### src/rtl/tone_pkg.sv
// Shared widths, config selectors and wave type encodings
// for the tone voice scheduler.
package tone_pkg;

  localparam int LUT_ADDR_W  = 4;
  localparam int SAMPLE_W    = 4;
  localparam int WAVE_TYPE_W = 3;

  localparam logic CFG_SEL_PERIOD = 1'b0;
  localparam logic CFG_SEL_TYPE   = 1'b1;

  typedef enum logic [WAVE_TYPE_W-1:0] {
    SQR_50   = 3'd0,
    SQR_12   = 3'd1,
    SQR_25   = 3'd2,
    SQR_37   = 3'd3,
    MEM_NORM = 3'd4,
    MEM_REV  = 3'd5,
    MEM_LO   = 3'd6,
    MEM_HI   = 3'd7
  } wave_type_e;

  function automatic logic is_mem_wave(
    input logic [WAVE_TYPE_W-1:0] t
  );
    return t[WAVE_TYPE_W-1];
  endfunction

endpackage

### src/rtl/tone_voice.sv
// One voice: period, divider counter, phase, wave type, enable.
// Advances only on the clock where its slot is active.
module tone_voice
  import tone_pkg::*;
#(
  parameter int DIV_W = 12
) (
  input  logic                   clk_in,
  input  logic                   rst_n_in,
  input  logic                   step,
  input  logic                   period_we,
  input  logic                   type_we,
  input  logic [DIV_W-1:0]       cfg_data,
  output logic [LUT_ADDR_W-1:0]  phase,
  output logic [WAVE_TYPE_W-1:0] wave_type,
  output logic                   enable
);

  logic [DIV_W-1:0] period;
  logic [DIV_W-1:0] count;

  always_ff @(posedge clk_in or negedge rst_n_in) begin
    if (!rst_n_in) begin
      period    <= '0;
      count     <= '0;
      phase     <= '0;
      wave_type <= '0;
      enable    <= 1'b0;
    end else begin
      if (step && enable) begin
        if (count == '0) begin
          phase <= phase + LUT_ADDR_W'(1);
          count <= period;
        end else begin
          count <= count - DIV_W'(1);
        end
      end
      // A period write reloads the counter but keeps any phase step
      if (period_we) begin
        period <= cfg_data;
        count  <= cfg_data;
      end
      if (type_we) begin
        wave_type <= cfg_data[WAVE_TYPE_W-1:0];
        enable    <= cfg_data[3];
        if (enable && !cfg_data[3]) begin
          phase <= '0;
          count <= '0;
        end
      end
    end
  end

endmodule

### src/rtl/tone_voice_scheduler.sv
// Round-robin voice scheduler sharing one wave lookup.
// Optional frame mixer enabled by TONE_SCHED_MIX_EN.
module tone_voice_scheduler
  import tone_pkg::*;
#(
  parameter  int NUM_CH = 4,
  parameter  int DIV_W  = 12,
  localparam int CH_W   = $clog2(NUM_CH),
  localparam int MIX_W  = SAMPLE_W + CH_W
) (
  input  logic                   clk_in,
  input  logic                   rst_n_in,
  input  logic                   cfg_we_in,
  input  logic [CH_W:0]          cfg_addr_in,
  input  logic [DIV_W-1:0]       cfg_data_in,
  input  logic                   wmem_req_in,
  input  logic [3:0]             wmem_addr_in,
  input  logic [3:0]             wmem_data_in,
  output logic                   wmem_ack_out,
  output logic [LUT_ADDR_W-1:0]  lut_addr_out,
  output logic [WAVE_TYPE_W-1:0] wave_type_out,
  input  logic [15:0]            lut_data_in,
  output logic [3:0]             mem_write_addr_out,
  output logic [3:0]             mem_write_data_out,
  output logic                   mem_write_en_out,
  output logic [SAMPLE_W-1:0]    sample_out,
  output logic [CH_W-1:0]        sample_ch_out,
  output logic                   sample_valid_out,
  output logic [MIX_W-1:0]       mix_out
);

  localparam logic [CH_W-1:0] LAST = CH_W'(NUM_CH - 1);

  logic [CH_W-1:0]        slot;
  logic [LUT_ADDR_W-1:0]  phase [NUM_CH];
  logic [WAVE_TYPE_W-1:0] wtype [NUM_CH];
  logic [NUM_CH-1:0]      en;
  logic [CH_W-1:0]        cfg_ch;
  logic                   cfg_sel;
  logic [SAMPLE_W-1:0]    cur_sample;
  logic                   wr_go;
  logic                   unused_lut;

  assign cfg_ch  = cfg_addr_in[CH_W:1];
  assign cfg_sel = cfg_addr_in[0];

  for (genvar g = 0; g < NUM_CH; g++) begin : g_voice
    tone_voice #(.DIV_W(DIV_W)) u_voice (
      .clk_in    (clk_in),
      .rst_n_in  (rst_n_in),
      .step      (slot == CH_W'(g)),
      .period_we (cfg_we_in && cfg_ch == CH_W'(g)
                  && cfg_sel == CFG_SEL_PERIOD),
      .type_we   (cfg_we_in && cfg_ch == CH_W'(g)
                  && cfg_sel == CFG_SEL_TYPE),
      .cfg_data  (cfg_data_in),
      .phase     (phase[g]),
      .wave_type (wtype[g]),
      .enable    (en[g])
    );
  end

  assign lut_addr_out  = phase[slot];
  assign wave_type_out = wtype[slot];
  assign unused_lut    = ^lut_data_in[11:1];

  always_comb begin
    cur_sample = '0;
    if (en[slot]) begin
      if (is_mem_wave(wtype[slot]))
        cur_sample = lut_data_in[15 -: SAMPLE_W];
      else
        cur_sample = {SAMPLE_W{lut_data_in[0]}};
    end
  end

  // Memory writes only land in the last slot, between frames
  assign wr_go              = wmem_req_in && slot == LAST;
  assign wmem_ack_out       = wr_go;
  assign mem_write_en_out   = wr_go;
  assign mem_write_addr_out = wr_go ? wmem_addr_in : '0;
  assign mem_write_data_out = wr_go ? wmem_data_in : '0;

  always_ff @(posedge clk_in or negedge rst_n_in) begin
    if (!rst_n_in) begin
      slot             <= '0;
      sample_out       <= '0;
      sample_ch_out    <= '0;
      sample_valid_out <= 1'b0;
    end else begin
      slot             <= (slot == LAST) ? '0 : slot + CH_W'(1);
      sample_out       <= cur_sample;
      sample_ch_out    <= slot;
      sample_valid_out <= 1'b1;
    end
  end

`ifdef TONE_SCHED_MIX_EN
  logic [MIX_W-1:0] acc;
  logic [MIX_W-1:0] mix_q;

  always_ff @(posedge clk_in or negedge rst_n_in) begin
    if (!rst_n_in) begin
      acc   <= '0;
      mix_q <= '0;
    end else begin
      if (slot == '0)
        acc <= MIX_W'(cur_sample);
      else
        acc <= acc + MIX_W'(cur_sample);
      if (slot == LAST)
        mix_q <= acc + MIX_W'(cur_sample);
    end
  end

  assign mix_out = mix_q;
`else
  assign mix_out = '0;
`endif

endmodule

### config.mk
export PLATFORM = sky130hd
export DESIGN_NAME = tone_voice_scheduler
export DESIGN_NICKNAME = d
export VERILOG_FILES = /design/src/rtl/tone_pkg.sv /design/src/rtl/tone_voice.sv /design/src/rtl/tone_voice_scheduler.sv
export SDC_FILE = /design/constraint.sdc
export NUM_CORES = 1
export LEC_CHECK = 0
export CAP_MARGIN = 40
export CORE_UTILIZATION = 25
export DETAILED_ROUTE_END_ITERATION = 8
export SYNTH_ARGS = -nofsm -noshare
export SYNTH_HDL_FRONTEND = slang
export SYNTH_SLANG_ARGS = --single-unit
### constraint.sdc
create_clock -name clk_in -period 3.63 [get_ports clk_in]
set_input_delay 0.363 -clock clk_in [delete_from_list [all_inputs] [get_ports clk_in]]
set_output_delay 0.363 -clock clk_in [all_outputs]
set_load 0.005 [all_outputs]
==> results of run 1 <==
per-stage QoR:
step,total power (W),worst slack (ns),std cells,hold slack (ns)
floorplan,0.00340,0.939,811,0.0674
global placement,0.00386,0.889,1219,0.457
detailed placement,0.00390,0.866,1220,0.215
CTS,0.00580,0.846,1253,0.355
global route,0.00614,0.693,1253,0.366
finish,0.00580,0.833,1253,0.344
sequential cells by signal, summed over array words and instances (netlist names):
register and cells:
g_voice.u_voice.count 48, g_voice.u_voice.period 48, g_voice.u_voice.phase 16, g_voice.u_voice.wave_type 12
g_voice.u_voice.enable 4, sample_out 4, sample_ch_out 2, slot 2
sample_valid_out 1
repair_timing:
item	CTS	global route
resized for setup	0	0
hold buffers	1	0
endpoints found under the hold margin	16	0
buffers inserted	0	0
worst max-delay path, cell delays in order, from the launching register on:
cell and delay [ns]:
dfrtp_1 0.66, ha_1 0.39, or4bb_1 0.55, or4_4 0.60
or3_1 0.38, a21oi_1 0.14
synth_stat cells, types with 5 or more instances:
library cell | instances | area [um^2]
a21boi_0 | 5 | 37.5
o31ai_1 | 16 | 120
nor3_1 | 20 | 100
a21o_1 | 7 | 52.6
clkbuf_1 | 41 | 154
a31oi_1 | 5 | 31.3
a21oi_1 | 30 | 150
nor2_1 | 32 | 120
or4_1 | 10 | 75.1
dfrtp_1 | 137 | 3430
o211ai_1 | 14 | 105
or3_1 | 11 | 68.8
o41ai_1 | 10 | 87.6
xnor2_1 | 12 | 105
a41oi_1 | 9 | 78.8
o311ai_0 | 7 | 61.3
mux2_2 | 18 | 203
mux2i_1 | 13 | 130
nand3_1 | 27 | 135
mux4_2 | 8 | 180
nor4_1 | 12 | 75.1
and2_1 | 12 | 75.1
ha_1 | 16 | 200
a211oi_1 | 6 | 45.0
nor2b_1 | 11 | 68.8
buf_4 | 7 | 52.6
inv_1 | 17 | 63.8
nand4_1 | 11 | 68.8
nand2_1 | 154 | 578
o21ai_0 | 34 | 170
and3_1 | 18 | 113
logic make-up after synthesis:
group,count (synthesis),synth area share [%]
AOI/OAI and AO/OA,173,15.9
xor gates and xnor gates,12,1.39
adders and majority gates,16,2.64
buffers and inverters,71,4.12
DFF,137,45.2
muxes,39,6.76
other,2,0.0990
and+or+nand+nor,356,23.9
how the worst max path moves through the flow:
stage,slack [ns],to,start
2_1_floorplan,0.94,g_voice[2].u_voice.phase[2],slot[0]
3_3_place_gp,0.89,g_voice[2].u_voice.phase[3],slot[1]
3_5_place_dp,0.87,g_voice[2].u_voice.phase[3],slot[1]
4_1_cts,0.85,g_voice[2].u_voice.phase[3],slot[1]
5_1_grt,0.69,g_voice[1].u_voice.count[9],slot[0]
6_report,0.83,g_voice[2].u_voice.phase[3],slot[1]
final cells by class:
type | instances | area (um^2) | share of cell area (%)
Multi-Input combinational cell | 603 | 3870 | 42.0
Sequential cell | 137 | 3430 | 37.2
Timing Repair Buffer | 74 | 729 | 7.91
Tap cell | 390 | 488 | 5.29
Clock buffer | 22 | 474 | 5.14
Clock inverter | 10 | 164 | 1.78
Inverter | 17 | 63.8 | 0.692
routing by layer:
metal  up-vias  part of all wire [%]  GRT usage (%)
li1       3043                     -              -
met5         -                     0              0
met2       185                    45           22.0
met4         0                   2.1           4.86
met3        33                   4.6           2.71
met1      3183                    49           20.0
power breakdown:
part | internal [W] | switching (W) | leakage, nW
Combinational | 0.000718 | 0.000795 | 1.90
Sequential | 0.00194 | 0.000463 | 1.69
Clock | 0.00121 | 0.000676 | 0.311
Total | 0.00386 | 0.00193 | 3.90
==> metrics, run 1 <==
area post-placement=about 0.0086 mm^2; Fin. Hold Viols=0; Layout area overhead=21.5%; final WL=21.6 mm; IR Drop Worst-Case VDD=0.000317 V; via/cell ratio=between 5 and 6; CP arrival=3.15 ns; nets@finish=909; total grt overflow=0; DR WL/cell=17.3 um; worst reg2reg startpoint=slot[1]; die height=176 um; vias in the first global route=a little over 6000; R2R Setup Slk=0.83 ns; final core utilization=31.0%; vias=6444; Reg-to-Reg End=g_voice[2].u_voice.phase[3]; status=finished clean; HPWL after DPL=14.7 mm; Synth Warn #=0; final worst path period need=2.80 ns; largest net degree at the start of global routing=79; most frequent cells in the layout=154 x nand2_1, 137 x dfrtp_1, 54 x clkdlybuf4s50_1, 34 x o21ai_0, 32 x nor2_1; sequential share of the synthesized area=45.2%; Max Buffers Root-to-Sink=2; die area=0.0310 mm^2; Worst-Skew Late Latency=about 0.43 ns; total track usage=14.3%; cell count after synthesis=about 800; root buffer cell=clkbuf_16; DRT iter0 DRCs=~520; mean area per synthesized cell=9.41 um^2; buffers added on ports=between 50 and 60; Design Area, Final=a little over 0.009 mm^2; Leak=about 4 nW; Final ANT Viol Nets=0; Synth Flop Type=dfrtp_1; Async SR Flop Fraction=100%; max cap viols=0; worst-margin pin slew=around 0.87 ns; Clock Skews=0.0152 ns; Chip Width=~180 um; Sum Neg Setup Slack=0 ns; CP Launch Type=flop; synthesized area=0.00759 mm^2; RSZ-0062 raised after global routing=false; DR pass1 iterations=5; register bit count reported by yosys=137; fillers=3026; first-pass GRT wire length=34.3 mm; Min-Delay Path Class=input pin to asynchronous set/reset pin; DRC violations left=0; pwr dens=~630 mW/mm^2; gpl congestion=roughly 0.87; clk slew on worst S/H paths=0.06 ns; CTS tree=done; Max Slew Vio Count=0; CP Max Fanout=12; CP Capture Type=flop; initial antenna violation count=0; WS Path Type=flop to flop; Initial Util=25.5%; final period utilization=77.1%; Ports=73; Cell Rows=63; layout cells sized above 1=10.4%; EDFF count, synth=0; commonest non-fill, non-tap cell in the layout=nand2_1; H-tree Lvls=4; Yosys cell types=slightly above 70; core footprint=0.0297 mm^2; Slew HR=41.2%; # setup viols final=0; Req. time, crit path=3.98 ns; reg2reg path depth=5; cts bufs inserted=17; Antenna Cells=0; fmax=0.358 GHz; Sink Count=about 140
Note: power is estimated with default switching activity, not from simulation.
==> run 2, diff against run 1 <==
==> constraint.sdc (replaced) <==
create_clock -name clk_in -period 2.4 [get_ports clk_in]
set_input_delay 0.24 -clock clk_in [delete_from_list [all_inputs] [get_ports clk_in]]
set_output_delay 0.24 -clock clk_in [all_outputs]
set_load 0.005 [all_outputs]
==> run 2 against run 1 <==
Cell count rose by 2.6%. Critical path depth shrank 2. Clock power rose by 41%. Via count up 1.4%. Setup slack worse by 0.72 ns. Flip-flop and latch count unchanged. Clock skew is 0.0060 ns lower. Global-route usage up 0.38 points. Critical endpoint is now lut_addr_out[1].
==> metrics, run 2 (synthesized netlist as in run 1, its figures left out) <==
total track usage=14.7% (was 14.3%); R2R Setup Slk=0.17 ns (was 0.83 ns); Switch Pwr=0.00299 W (was 0.00193 W); Antenna Cells=0 (unchanged); status=finished clean (unchanged); area occupied by multi-input gates=0.00390 mm^2 (was 0.00387 mm^2); pre-CTS setup slack=0.138 ns (was 0.866 ns); DRT iter0 DRCs=458 (was 524); Cell Chain, Critical Path=buf_12 -> mux4_2 -> clkdlybuf4s50_1 (was ha_1 -> or4bb_1 -> or4_4 -> or3_1 -> a21oi_1); worst reg2reg startpoint=g_voice[2].u_voice.count[0] (was slot[1]); CP Launch Type=flop (unchanged); register area=0.00343 mm^2 (unchanged); Min-Delay Path Class=input pin to asynchronous set/reset pin (unchanged); H-tree Lvls=4 (unchanged); via/cell ratio=5.08 (was 5.14); Cell Rows=63 (unchanged); sw frac=34.3% (was 33.3%); Layout area overhead=24.8% (was 21.5%); Clk pwr share=30.5% (was 32.5%); Design Area, Final=0.00947 mm^2 (was 0.00922 mm^2); vias=6537 (was 6444); vias in the first global route=6359 (was 6186); most frequent cells in the layout=154 x nand2_1, 137 x dfrtp_1, 53 x clkdlybuf4s50_1, 47 x buf_4, 34 x o21ai_0 (was 154 x nand2_1, 137 x dfrtp_1, 54 x clkdlybuf4s50_1, 34 x o21ai_0, 32 x nor2_1); die height=176 um (unchanged); core footprint=0.0297 mm^2 (unchanged); final WL=21.8 mm (was 21.6 mm); die area=0.0310 mm^2 (unchanged); reg2reg path depth=6 (was 5); CTS tree=done (unchanged); Final Power=0.00869 W (was 0.00580 W); DRC violations left=0 (unchanged); Req. time, crit path=2.16 ns (was 3.98 ns); DR WL/cell=17.0 um (was 17.3 um); IR Drop Worst-Case VDD=0.000509 V (was 0.000317 V); Slew HR=53.0% (was 41.2%); max incr delay on CP=0.55 ns (was 0.66 ns); Buffers & Inverters on Critical Path=2 (was 0); CP Max Fanout=12 (unchanged); fmax=between 0.4 and 0.5 GHz; final worst path period need=about 2.3 ns; CP max stage cell=mux4_2 (was dfrtp_1); pwr dens=918 mW/mm^2 (was 629 mW/mm^2); RSZ-0062 raised after global routing=false (unchanged); total grt overflow=0 (unchanged); Flop pwr share=41.5% (was 41.4%); Int Pwr=0.00571 W (was 0.00386 W); Leak=4.05 nW (was 3.90 nW); gpl congestion=0.865 (was 0.872); Max Slew Vio Count=0 (unchanged); initial antenna violation count=0 (unchanged); DR pass1 iterations=5 (unchanged); largest registers=g_voice.u_voice.count x48, g_voice.u_voice.period x48, g_voice.u_voice.phase x16 (unchanged); layout cells sized above 1=14.6% (was 10.4%); Sink Count=137 (unchanged); Initial Util=25.5% (unchanged); worst-margin pin slew=0.699 ns (was 0.874 ns); critical path depth=3 (was 5); commonest non-fill, non-tap cell in the layout=nand2_1 (unchanged); fillers=3005 (was 3026); Reg-to-Reg End=g_voice[2].u_voice.phase[3] (unchanged); Final ANT Viol Nets=0 (unchanged); largest net degree at the start of global routing=51 (was 79); HPWL after DPL=15.4 mm (was 14.7 mm); # setup viols final=0 (unchanged); Clock Skews=0.00929 ns (was 0.0152 ns); final period utilization=approximately 95%; Logic pwr share=28.1% (was 26.1%); Fin. Hold Viols=0 (unchanged); CP Capture Type=output port (was flop); Ports=73 (unchanged); CP arrival=2.04 ns (was 3.15 ns); Chip Width=176 um (unchanged); buffers added on ports=55 (unchanged); root buffer cell=clkbuf_16 (unchanged); cts bufs inserted=17 (unchanged); CP endpoint=lut_addr_out[1] (was g_voice[2].u_voice.phase[3]); clk slew on worst S/H paths=0.06 ns (about the same); max cap viols=0 (unchanged); Worst-Skew Late Latency=0.43 ns (about the same); area post-placement=0.00883 mm^2 (was 0.00857 mm^2); first-pass GRT wire length=35.4 mm (was 34.3 mm); nets@finish=942 (was 909); crit-path leading delay family=buffers and inverters (was simple AND/OR/NAND/NOR gates); Max Buffers Root-to-Sink=2 (unchanged); Sum Neg Setup Slack=0 ns (unchanged); Worst setup startpoint=slot[0] (was slot[1]); WS Path Type=flop to output port (was flop to flop); fin worst setup slack=0.116 ns (was 0.833 ns)
-- run 2: per-layer routing --
metal / track usage [%] / part of all wire (%) / vias to the layer above
met4: 4.67 / 1.6 / 0
li1: - / - / 3099
met3: 2.80 / 4.6 / 27
met1: 20.7 / 49 / 3228
met5: 0 / 0 / -
met2: 22.6 / 45 / 183
-- run 2: worst min-delay path by stage --
stage / startpoint / endpoint / depth (start not counted)
floorplan: rst_n_in / g_voice[0].u_voice.count[0] / 0
global placement: rst_n_in / g_voice[2].u_voice.period[3] / 1
detailed placement: rst_n_in / g_voice[2].u_voice.count[2] / 1
CTS: rst_n_in / g_voice[2].u_voice.period[4] / 2
global route: rst_n_in / g_voice[2].u_voice.period[6] / 2
finish: rst_n_in / g_voice[2].u_voice.period[6] / 2
-- run 2: through the flow --
stage	utilization (%)	std cells	hold WS (ns)
2_1_floorplan	-	811	-0.0556
3_3_place_gp	29.7	1252	0.207
6_report	31.9	1286	0.314
4_1_cts	31.8	1285	0.336
5_1_grt	31.9	1286	0.354
3_5_place_dp	29.7	1252	0.206
-- run 2: worst register-to-register path, stage by stage (launching register included) --
cell and delay (ns):
dfrtp_1 0.42, inv_1 0.13, ha_1 0.18, or4b_4 0.48, or4_4 0.45, or3_1 0.36, a21oi_1 0.14
-- run 2: cell type report --
class | count | area share (%)
Clock inverter | 13 | 1.49
Multi-Input combinational cell | 603 | 41.2
Timing Repair Buffer | 107 | 10.5
Clock buffer | 19 | 4.78
Inverter | 17 | 0.674
Tap cell | 390 | 5.15
Sequential cell | 137 | 36.2
-- run 2: power by group through the flow --
stage / registers [W] / clock network (W) / logic, W
final: 0.00361 / 0.00265 / 0.00244
after global routing: 0.00372 / 0.00280 / 0.00275
after CTS: 0.00359 / 0.00269 / 0.00242
after detailed placement: 0.00363 / 0 / 0.00241
after global placement: 0.00361 / 0 / 0.00238
after floorplan: 0.00339 / 0 / 0.00176
-- run 2: what timing repair did --
| action | CTS | global route |
|---|---|---|
| setup endpoints to repair | 9 | 11 |
| hold endpoints to repair | 42 | 0 |
| buffers inserted | 0 | 1 |
| hold buffers | 1 | 0 |
| resized for setup | 1 | 5 |
